[config.mk]
export PLATFORM = sky130hd
export DESIGN_NAME = mux_rr_arbiter_flat
export DESIGN_NICKNAME = d
export VERILOG_FILES = /design/src/rtl/mux_rr_arbiter_pkg.sv /design/src/rtl/mux_rr_arbiter_if.sv /design/src/rtl/mux_rr_arbiter_rr_pick.sv /design/src/rtl/mux_rr_arbiter.sv /design/src/flat_wrapper.sv
export SDC_FILE = /design/constraint.sdc
export NUM_CORES = 1
export LEC_CHECK = 0
export CELL_PAD_IN_SITES_DETAIL_PLACEMENT = 0
export CELL_PAD_IN_SITES_GLOBAL_PLACEMENT = 1
export CORE_ASPECT_RATIO = 0.75
export CORE_MARGIN = 3
export CORE_UTILIZATION = 37
export CTS_CLUSTER_SIZE = 20
export DETAILED_ROUTE_END_ITERATION = 10
export HOLD_SLACK_MARGIN = 0.05
export PLACE_DENSITY = 0.71
export SLEW_MARGIN = 0
export SYNTH_ARGS = -nofsm -noshare
export SYNTH_HDL_FRONTEND = slang
export SYNTH_SLANG_ARGS = --single-unit
[constraint.sdc]
create_clock -name CLK -period 8.1 [get_ports CLK]
set_input_delay 1.62 -clock CLK [delete_from_list [all_inputs] [get_ports CLK]]
set_output_delay 1.62 -clock CLK [all_outputs]
set_load 0.03 [all_outputs]
[src/rtl/mux_rr_arbiter_pkg.sv]
// Shared constants, FSM state type and helpers for the round-robin 8:1 mux arbiter.
package mux_arb_pkg;

  localparam int NREQ  = 8;  // number of requesters / mux inputs
  localparam int SEL_W = 3;  // width of the mux select and round-robin pointer
  localparam int TEN_W = 4;  // width of the tenure counter (MAX_HOLD up to 15)

  typedef enum logic {
    IDLE = 1'b0,
    OWN  = 1'b1
  } arb_state_e;

  // One-hot encoding of a requester index.
  function automatic logic [NREQ-1:0] onehot(input logic [SEL_W-1:0] idx);
    logic [NREQ-1:0] v;
    v      = '0;
    v[idx] = 1'b1;
    return v;
  endfunction

endpackage

[src/rtl/mux_rr_arbiter_if.sv]
// Request/grant bundle between the requesters and the arbiter driving the 8:1 mux.
interface mux_rr_arbiter_if;
  import mux_arb_pkg::*;

  logic [NREQ-1:0]  REQ;
  logic [NREQ-1:0]  GNT;
  logic [SEL_W-1:0] S;
  logic             BUSY;
  logic [TEN_W-1:0] TENURE;

  // Arbiter side: samples requests, drives grant, select and status.
  modport master (
    input  REQ,
    output GNT,
    output S,
    output BUSY,
    output TENURE
  );

  // Requester side: drives requests, observes grant and status.
  modport slave (
    output REQ,
    input  GNT,
    input  S,
    input  BUSY,
    input  TENURE
  );

endinterface

[src/rtl/mux_rr_arbiter_rr_pick.sv]
// Rotating-priority search: first requester at or after ptr (mod 8) that is asserting.
module rr_pick
  import mux_arb_pkg::*;
(
  input  logic [NREQ-1:0]  req,
  input  logic [SEL_W-1:0] ptr,
  output logic [SEL_W-1:0] winner,
  output logic             found
);

  // rot[k] is the request of index (ptr + k) mod 8, so bit 0 has highest priority.
  logic [NREQ-1:0]  rot;
  logic [SEL_W-1:0] offset;

  for (genvar gi = 0; gi < NREQ; gi++) begin : g_rot
    logic [SEL_W-1:0] idx;
    assign idx     = ptr + SEL_W'(gi);
    assign rot[gi] = req[idx];
  end

  // Lowest set bit of the rotated vector; scanning downward lets the lowest win.
  always_comb begin
    offset = '0;
    found  = 1'b0;
    for (int k = NREQ - 1; k >= 0; k--) begin
      if (rot[k]) begin
        offset = SEL_W'(k);
        found  = 1'b1;
      end
    end
  end

  assign winner = ptr + offset;

endmodule

[src/rtl/mux_rr_arbiter.sv]
// Round-robin arbiter owning an 8:1 mux select, with a per-grant hold limit.
module mux_rr_arbiter
  import mux_arb_pkg::*;
#(
  parameter int MAX_HOLD = 4  // legal 1..15
) (
  input  logic             CLK,
  input  logic             RST,
  mux_rr_arbiter_if.master arb
);

  arb_state_e       state_reg;
  logic [NREQ-1:0]  gnt_reg;
  logic [SEL_W-1:0] s_reg;
  logic             busy_reg;
  logic [TEN_W-1:0] tenure_reg;
  logic [SEL_W-1:0] ptr_reg;

  logic [SEL_W-1:0] win;
  logic             found;
  logic             release_now;

  rr_pick u_pick (
    .req    (arb.REQ),
    .ptr    (ptr_reg),
    .winner (win),
    .found  (found)
  );

  // Owner gives up the mux when it drops its request or hits the hold limit.
  assign release_now = (state_reg == OWN) &&
                       (!arb.REQ[s_reg] || (tenure_reg == TEN_W'(MAX_HOLD - 1)));

  // Arbitration FSM; every output is a register so REQ never reaches an output combinationally.
  always_ff @(posedge CLK) begin
    if (RST) begin
      state_reg  <= IDLE;
      gnt_reg    <= '0;
      s_reg      <= '0;
      busy_reg   <= 1'b0;
      tenure_reg <= '0;
      ptr_reg    <= '0;
    end else begin
      case (state_reg)
        IDLE: begin
          // S and PTR hold while nobody asks, so S keeps the last owner.
          if (found) begin
            state_reg  <= OWN;
            gnt_reg    <= onehot(win);
            s_reg      <= win;
            busy_reg   <= 1'b1;
            tenure_reg <= '0;
            ptr_reg    <= win + SEL_W'(1);
          end
        end
        OWN: begin
          if (release_now) begin
            // Re-arbitrate in the same edge so a waiting requester sees no idle bubble;
            // the old owner sits last in line because PTR already points past it.
            if (found) begin
              gnt_reg    <= onehot(win);
              s_reg      <= win;
              busy_reg   <= 1'b1;
              tenure_reg <= '0;
              ptr_reg    <= win + SEL_W'(1);
            end else begin
              state_reg  <= IDLE;
              gnt_reg    <= '0;
              busy_reg   <= 1'b0;
              tenure_reg <= '0;
            end
          end else begin
            tenure_reg <= tenure_reg + TEN_W'(1);
          end
        end
        default: begin
          state_reg  <= IDLE;
          gnt_reg    <= '0;
          busy_reg   <= 1'b0;
          tenure_reg <= '0;
        end
      endcase
    end
  end

  assign arb.GNT    = gnt_reg;
  assign arb.S      = s_reg;
  assign arb.BUSY   = busy_reg;
  assign arb.TENURE = tenure_reg;

endmodule

[src/flat_wrapper.sv]
// flat-port wrapper written by rule: the top's interface ports become plain ports
module mux_rr_arbiter_flat import mux_arb_pkg::*;
#(
  parameter int MAX_HOLD = 4                
)
  (CLK, RST, arb_REQ, arb_GNT, arb_S, arb_BUSY, arb_TENURE);
  mux_rr_arbiter_if arb_i ();
  input  logic CLK;
  input  logic RST;
  input wire logic [$bits(arb_i.REQ)-1:0] arb_REQ;
  output wire logic [$bits(arb_i.GNT)-1:0] arb_GNT;
  output wire logic [$bits(arb_i.S)-1:0] arb_S;
  output wire logic [$bits(arb_i.BUSY)-1:0] arb_BUSY;
  output wire logic [$bits(arb_i.TENURE)-1:0] arb_TENURE;
  assign arb_i.REQ = arb_REQ;
  assign arb_GNT = arb_i.GNT;
  assign arb_S = arb_i.S;
  assign arb_BUSY = arb_i.BUSY;
  assign arb_TENURE = arb_i.TENURE;
  mux_rr_arbiter #(.MAX_HOLD(MAX_HOLD)) u_core (.CLK(CLK), .RST(RST), .arb(arb_i));
endmodule
==> results of run 1 <==
==> power breakdown <==
group	internal, W	switching (W)	total, W
combinational	0.000250	0.000295	0.000545
sequential	0.000125	0.0000377	0.000163
clock	0.0000659	0.0000329	0.0000988
total	0.000440	0.000365	0.000806
==> worst paths after layout <==
| path | endpoint | start | slack, ns |
|---|---|---|---|
| max | u_core.ptr_reg[2] | arb_REQ[7] | 3.00 |
| min | u_core.arb.GNT[2] | u_core.arb.GNT[2] | 0.47 |
| max reg2reg | u_core.ptr_reg[2] | u_core.ptr_reg[0] | 3.54 |
| min reg2reg | u_core.arb.GNT[2] | u_core.arb.GNT[2] | 0.47 |
==> cell type report <==
type,count,area [sq um],area share (%)
Multi-Input combinational cell,132,1131,58.17
Sequential cell,20,400.4,20.59
Timing Repair Buffer,25,250.2,12.87
Tap cell,55,68.82,3.539
Clock buffer,3,41.29,2.124
Clock inverter,1,30.03,1.544
Inverter,6,22.52,1.158
==> layout by cell type, fill, tap and decap left out, types with 2 or more instances in the layout <==
master,synthesis,layout
nor2b_1,2,2
nand3b_1,2,2
o21ai_1,3,3
nor2_1,21,21
o21ai_0,2,2
xnor2_1,3,3
clkdlybuf4s50_1,0,25
o2bb2ai_1,3,3
inv_2,2,2
or3_1,2,2
a32o_1,4,4
xor2_1,3,3
ha_1,5,5
dfxtp_1,20,20
a21oi_1,7,7
o31ai_1,2,2
nand2_1,11,11
nand3_1,3,3
clkbuf_8,0,3
mux2_4,2,2
mux4_2,10,10
nand2b_1,4,4
inv_1,4,4
nor3b_1,2,2
nor3_1,8,8
mux2i_1,8,8
mux2_1,5,5
a211oi_2,2,2
==> through the flow <==
step	setup slack (ns)	hold WS [ns]	power [W]	utilization (%)	area, sq um
finish	3.003	0.4704	0.0008059	47.09	1944
global route	2.684	0.4875	0.0008745	47.09	1944
CTS	3.009	0.4726	0.0008106	47.09	1944
detailed placement	2.769	0.4472	0.0007083	45.36	1873
global placement	2.859	0.4486	0.0007040	45.36	1873
floorplan	3.629	0.4915	0.0005966	-	1613
==> per-layer routing <==
metal / part of all wire, % / vias to the layer above
met1: 54 / 635
met2: 42 / 25
met4: 0.38 / 0
li1: - / 662
met5: 0 / -
met3: 3.9 / 2
==> cell families (layout without fill, tap and decap cells) <==
kind of cell	Yosys count	after routing	synth area share [%]
fa+ha+maj	6	6	5.120
buf+inv	14	35	5.043
xor+xnor	7	7	4.268
compound gates	33	33	16.52
simple gates	60	60	19.24
mux	26	26	24.98
flops	20	20	24.83
==> run_results.csv, run 1 <==
group,metric,value,unit
outcome,outcome,"finished, final reports clean",
sta,relSlewSlack,47.25,%
sta,hold_viol_final,0,
grt,grtUsageMet2,21.20,%
grt,grt_max_degree,19,
finish,drive_above_1_share,15.51,%
setup_path,cp_slowest_cell,"mux4_2",
detailed_routing,wl_per_cell,15.15,microns
synthesis,synth_common_cells,"nor2_1, dfxtp_1, nand2_1, mux4_2",
synthesis,ys_seq_elements,20,
placed_design,gp_congestion,0.9185,
synthesis,synth.top_cell.area_share,24.83,%
sta,fin_skew,0.004299,ns
grt,busiest_layer,"met1",
grt,grt_pass1_wl,6.396,mm
synthesis,syn_area_per_cell,9.716,sq um
setup_path,criticalPathCategory,"in2reg",
synthesis,synthArstFlopShare,0,%
sta,worstMarginPinSlew,0.7904,ns
detailed_routing,drtPass1Iterations,4,
placed_design,dp_cells,238,
synthesis,synthTopCellsByArea,"dfxtp_1, mux4_2, mux2i_1",
setup_path,cp-end-kind,"flip-flop",
power,powerDensity,414.5,nW/um^2
setup_path,slowest_delay,0.61,ns
synthesis,ys.flop_type,"dfxtp_1",
detailed_routing,drtIter0Drc,77,
finish,nNetsFinal,204,
finish,num_antenna_cells,0,
finish,syn_to_final_growth,20.56,%
finish,fin_cells,242,
clock_tree,insertion_delay,0.26,ns
setup_path,startpoint_type,"input port",
floorplanning,start_util,39.06,%
floorplanning,top_level_ports,26,
clock_tree,clkTransAtPathRegs,0.08,ns
synthesis,yosysSeqAreaShare,24.83,%
synthesis,ys_types,48,
setup_path,crit_family,"adder cells",
synthesis,yosys.area.top_type,"dfxtp_1",
power,leakage,0.7147,nW
synthesis,syn_area,1613,sq um
clock_tree,cts_resized,0,
synthesis,synth_fp_nets,182,
clock_tree,post_cts_buffers,0,
sta,tns,0,ns
setup_path,cp_max_fo,7,
sta,fmax,0.1962,GHz
synthesis,yosys_warnings,0,
clock_tree,root_buffer,"clkbuf_8",
floorplanning,core-area,4129,sq um
grt,grt.overflow.total,0,
grt,use_met1,25.40,%
detailed_routing,drt_wl_total,3.666,mm
synthesis,netlist_instances,166,
clock_tree,cts_tree,"done",
sta,grt_setup_unrepaired,"no",
setup_path,critPathArrivalTime,5.30,ns
sta,period_share,62.93,%
setup_path,cp.depth,16,
grt,grt_util_met3,2.714,%
clock_tree,hold_buffers,0,
sta,layout_min_cycle_time,5.097,ns
clock_tree,cts_buffers,3,
detailed_routing,ant_nets,0,
floorplanning,die_w,82.24,microns
floorplanning,die-area,5195,sq um
synthesis,synth-edff-count,0,
grt,antenna_found_initial,0,
finish,nFillCells,400,
clock_tree,clock_sinks,20,
detailed_routing,vias_per_cell,5.471,
job,drv_cap,0,
clock_tree,clk_path_buf_depth,2,
setup_path,cp_num_buf_inv,3,
placed_design,dp_hpwl,2.869,mm
clock_tree,htree_levels,1,
detailed_routing,vias,1324,
worst_hold_path,holdPathStages,1,
power,ir_drop,0.1907,mV
grt,grt_use_total,15.47,%
setup_path,required,8.30,ns
floorplanning,die_h,63.18,microns
placed_design,port_buffers,25,
setup_path,reg2reg_depth,14,
worst_hold_path,hold_class,"reg2reg",
synthesis,yosysMostFrequentCell,"nor2_1",
finish,largest_reg_flops,8,
floorplanning,row_count,20,
sta,finalSetupViolations,0,
setup_path,crit_chain,"clkdlybuf4s50_1 -> mux4_2 -> mux2i_1 -> nor2b_1 -> o21ai_0 -> a2bb2oi_1 -> o22a_1 -> ha_1 -> inv_1 -> fa_1 -> inv_1 -> ha_1 -> xnor2_1 -> xnor2_1 -> a211o_1 -> nand2_1",
grt,grt_pass1_vias,1285,
sta,finalMaxSlewViolations,0,
detailed_routing,drc_errors,0,
No activity file was read; power rests on OpenSTA's default activity.
==> inputs of run 2 (changes only) <==
Clock period 8.1 ns to 4.7 ns, I/O delays scaled along.
==> run 2 against run 1 <==
Against the previous run:
- die area stayed put
- setup slack got worse by 2.8 ns
- global-route usage rose by 1.1 points
- via count is 2.5% higher
- clock power grew 72%
- final area increased by 0.77%
- register-to-register slack worse by 3.0 ns
- highest routed layer unchanged
==> run_results.csv, run 2 (synthesis gave the netlist of run 1 again) <==
group,metric,value,unit
power,p_clk_share,12.1,%
power,p_switching,0.0006428,W
grt,use_met1,25.04,%
power,ir_drop,0.3367,mV
clock_tree,htree_levels,1,
sta,finalSetupViolations,0,
grt,grt_max_degree,19,
setup_path,required,4.90,ns
floorplanning,top_level_ports,26,
finish,nNetsFinal,206,
setup_path,startpoint_type,"input port",
clock_tree,root_buffer,"clkbuf_8",
power,internal_power,0.0007687,W
sta,fin_skew,0.001620,ns
detailed_routing,vias,1357,
placed_design,placed_cell_area,1888,sq um
setup_path,critPathArrivalTime,4.71,ns
detailed_routing,wl_per_cell,16.07,microns
clock_tree,post_cts_buffers,0,
sta,worstMarginPinSlew,0.7699,ns
grt,grt_pass1_wl,6.782,mm
clock_tree,hold_buffers,0,
detailed_routing,ant_nets,0,
worst_hold_path,hold_class,"reg2reg",
grt,busiest_layer,"met1",
power,powerDensity,720.4,nW/um^2
floorplanning,core-area,4129,sq um
setup_path,cp-end-kind,"flip-flop",
detailed_routing,drtIter0Drc,112,
floorplanning,die-area,5195,sq um
outcome,outcome,"finished, final reports clean",
finish,largest_reg_flops,8,
detailed_routing,drt_wl_total,3.922,mm
clock_tree,clk_path_buf_depth,2,
sta,finalMaxSlewViolations,0,
sta,grt_setup_unrepaired,"no",
grt,grtUsageMet2,24.50,%
setup_path,criticalPathCategory,"in2reg",
floorplanning,row_count,20,
setup_path,cp_max_fo,7,
power,leakage,0.7250,nW
clock_tree,insertion_delay,0.26,ns
grt,grt_use_total,16.54,%
finish,stdcell_area,1959,sq um
placed_design,port_buffers,25,
grt,grt_util_met3,3.429,%
sta,relSlewSlack,48.62,%
clock_tree,cts_buffers,3,
job,drv_cap,0,
power,combPwrFrac,69.9,%
finish,drive_above_1_share,16.40,%
clock_tree,clock_sinks,20,
placed_design,gp_congestion,0.8877,
clock_tree,cts_resized,0,
grt,grt_pass1_vias,1399,
power,p_sw_share,45.54,%
sta,fmax,0.2216,GHz
finish,num_antenna_cells,0,
grt,antenna_found_initial,0,
floorplanning,die_h,63.18,microns
sta,hold_viol_final,0,
finish,nFillCells,411,
grt,grt.overflow.total,0,
sta,layout_min_cycle_time,4.512,ns
detailed_routing,drc_errors,0,
placed_design,dp_hpwl,3.019,mm
floorplanning,start_util,39.06,%
finish,syn_to_final_growth,21.49,%
clock_tree,cts_tree,"done",
finish,final_cell_mix,"clkdlybuf4s50_1, nor2_1, dfxtp_1",
sta,period_share,96.00,%
clock_tree,clkTransAtPathRegs,0.07,ns
sta,tns,0,ns
finish,final_common_cell,"clkdlybuf4s50_1",
detailed_routing,vias_per_cell,5.561,
floorplanning,die_w,82.24,microns
power,share_seq_of_total_power,18.0,%
detailed_routing,drtPass1Iterations,4,
## run 2: changes by cell type in the layout (fill, tap and decap cells not counted)
cell | before | now
buf_4 | 0 | 2
## run 2: area by class of cell
| type | instances | area, sq um | share of cell area (%) |
|---|---|---|---|
| clock buffers | 3 | 41.29 | 2.107 |
| clock inverters | 1 | 30.03 | 1.533 |
| inverters | 6 | 22.52 | 1.149 |
| multi-input cells | 132 | 1131 | 57.73 |
| flip-flops and latches | 20 | 400.4 | 20.43 |
| well taps | 55 | 68.82 | 3.512 |
| repair buffers | 27 | 265.3 | 13.54 |
## run 2: critical path, cell delays in order
cell and delay, ns:
clkdlybuf4s50_1 0.55, mux4_2 0.60, mux2i_1 0.22, nor2b_1 0.22, o21ai_0 0.11, a2bb2oi_1 0.17, o22a_1 0.16, ha_1 0.13
inv_1 0.04, fa_1 0.61, inv_1 0.10, ha_1 0.20, xnor2_1 0.18, xnor2_1 0.12, a211o_1 0.30, nand2_1 0.06
## run 2: metal layers
metal,up-vias,wire [microns]
met1,671,2056
met5,-,0
met4,0,14
met3,2,94
met2,21,1757
li1,663,-
## run 2: stage by stage
stage / hold slack, ns / setup slack, ns / total power, W / util [%] / std cells
4_1_cts: 0.4744 / 0.2670 / 0.001421 / 47.45 / 244
2_1_floorplan: 0.4915 / 0.9090 / 0.001028 / - / 166
5_1_grt: 0.4906 / 0.05879 / 0.001540 / 47.45 / 244
3_5_place_dp: 0.4488 / 0.03498 / 0.001240 / 45.73 / 240
6_report: 0.4708 / 0.1881 / 0.001412 / 47.45 / 244
3_3_place_gp: 0.4488 / 0.1442 / 0.001219 / 45.73 / 240
## run 2: final timing paths
path,slack [ns],startpoint,depth (start not counted),end
setup / recovery,0.19,arb_REQ[7],16,u_core.ptr_reg[2]
hold / removal,0.47,u_core.arb.GNT[6],1,u_core.arb.GNT[6]
setup reg to reg,0.58,u_core.ptr_reg[0],14,u_core.ptr_reg[2]
hold reg to reg,0.47,u_core.arb.GNT[6],1,u_core.arb.GNT[6]
## run 2: power by group through the flow
stage	combinational (W)	clock (W)	sequential [W]
4_1_cts	0.000990	0.000177	0.000254
2_1_floorplan	0.000716	0	0.000312
5_1_grt	0.00109	0.000185	0.000261
6_report	0.000987	0.000170	0.000254
3_5_place_dp	0.000983	0	0.000257
3_3_place_gp	0.000963	0	0.000255
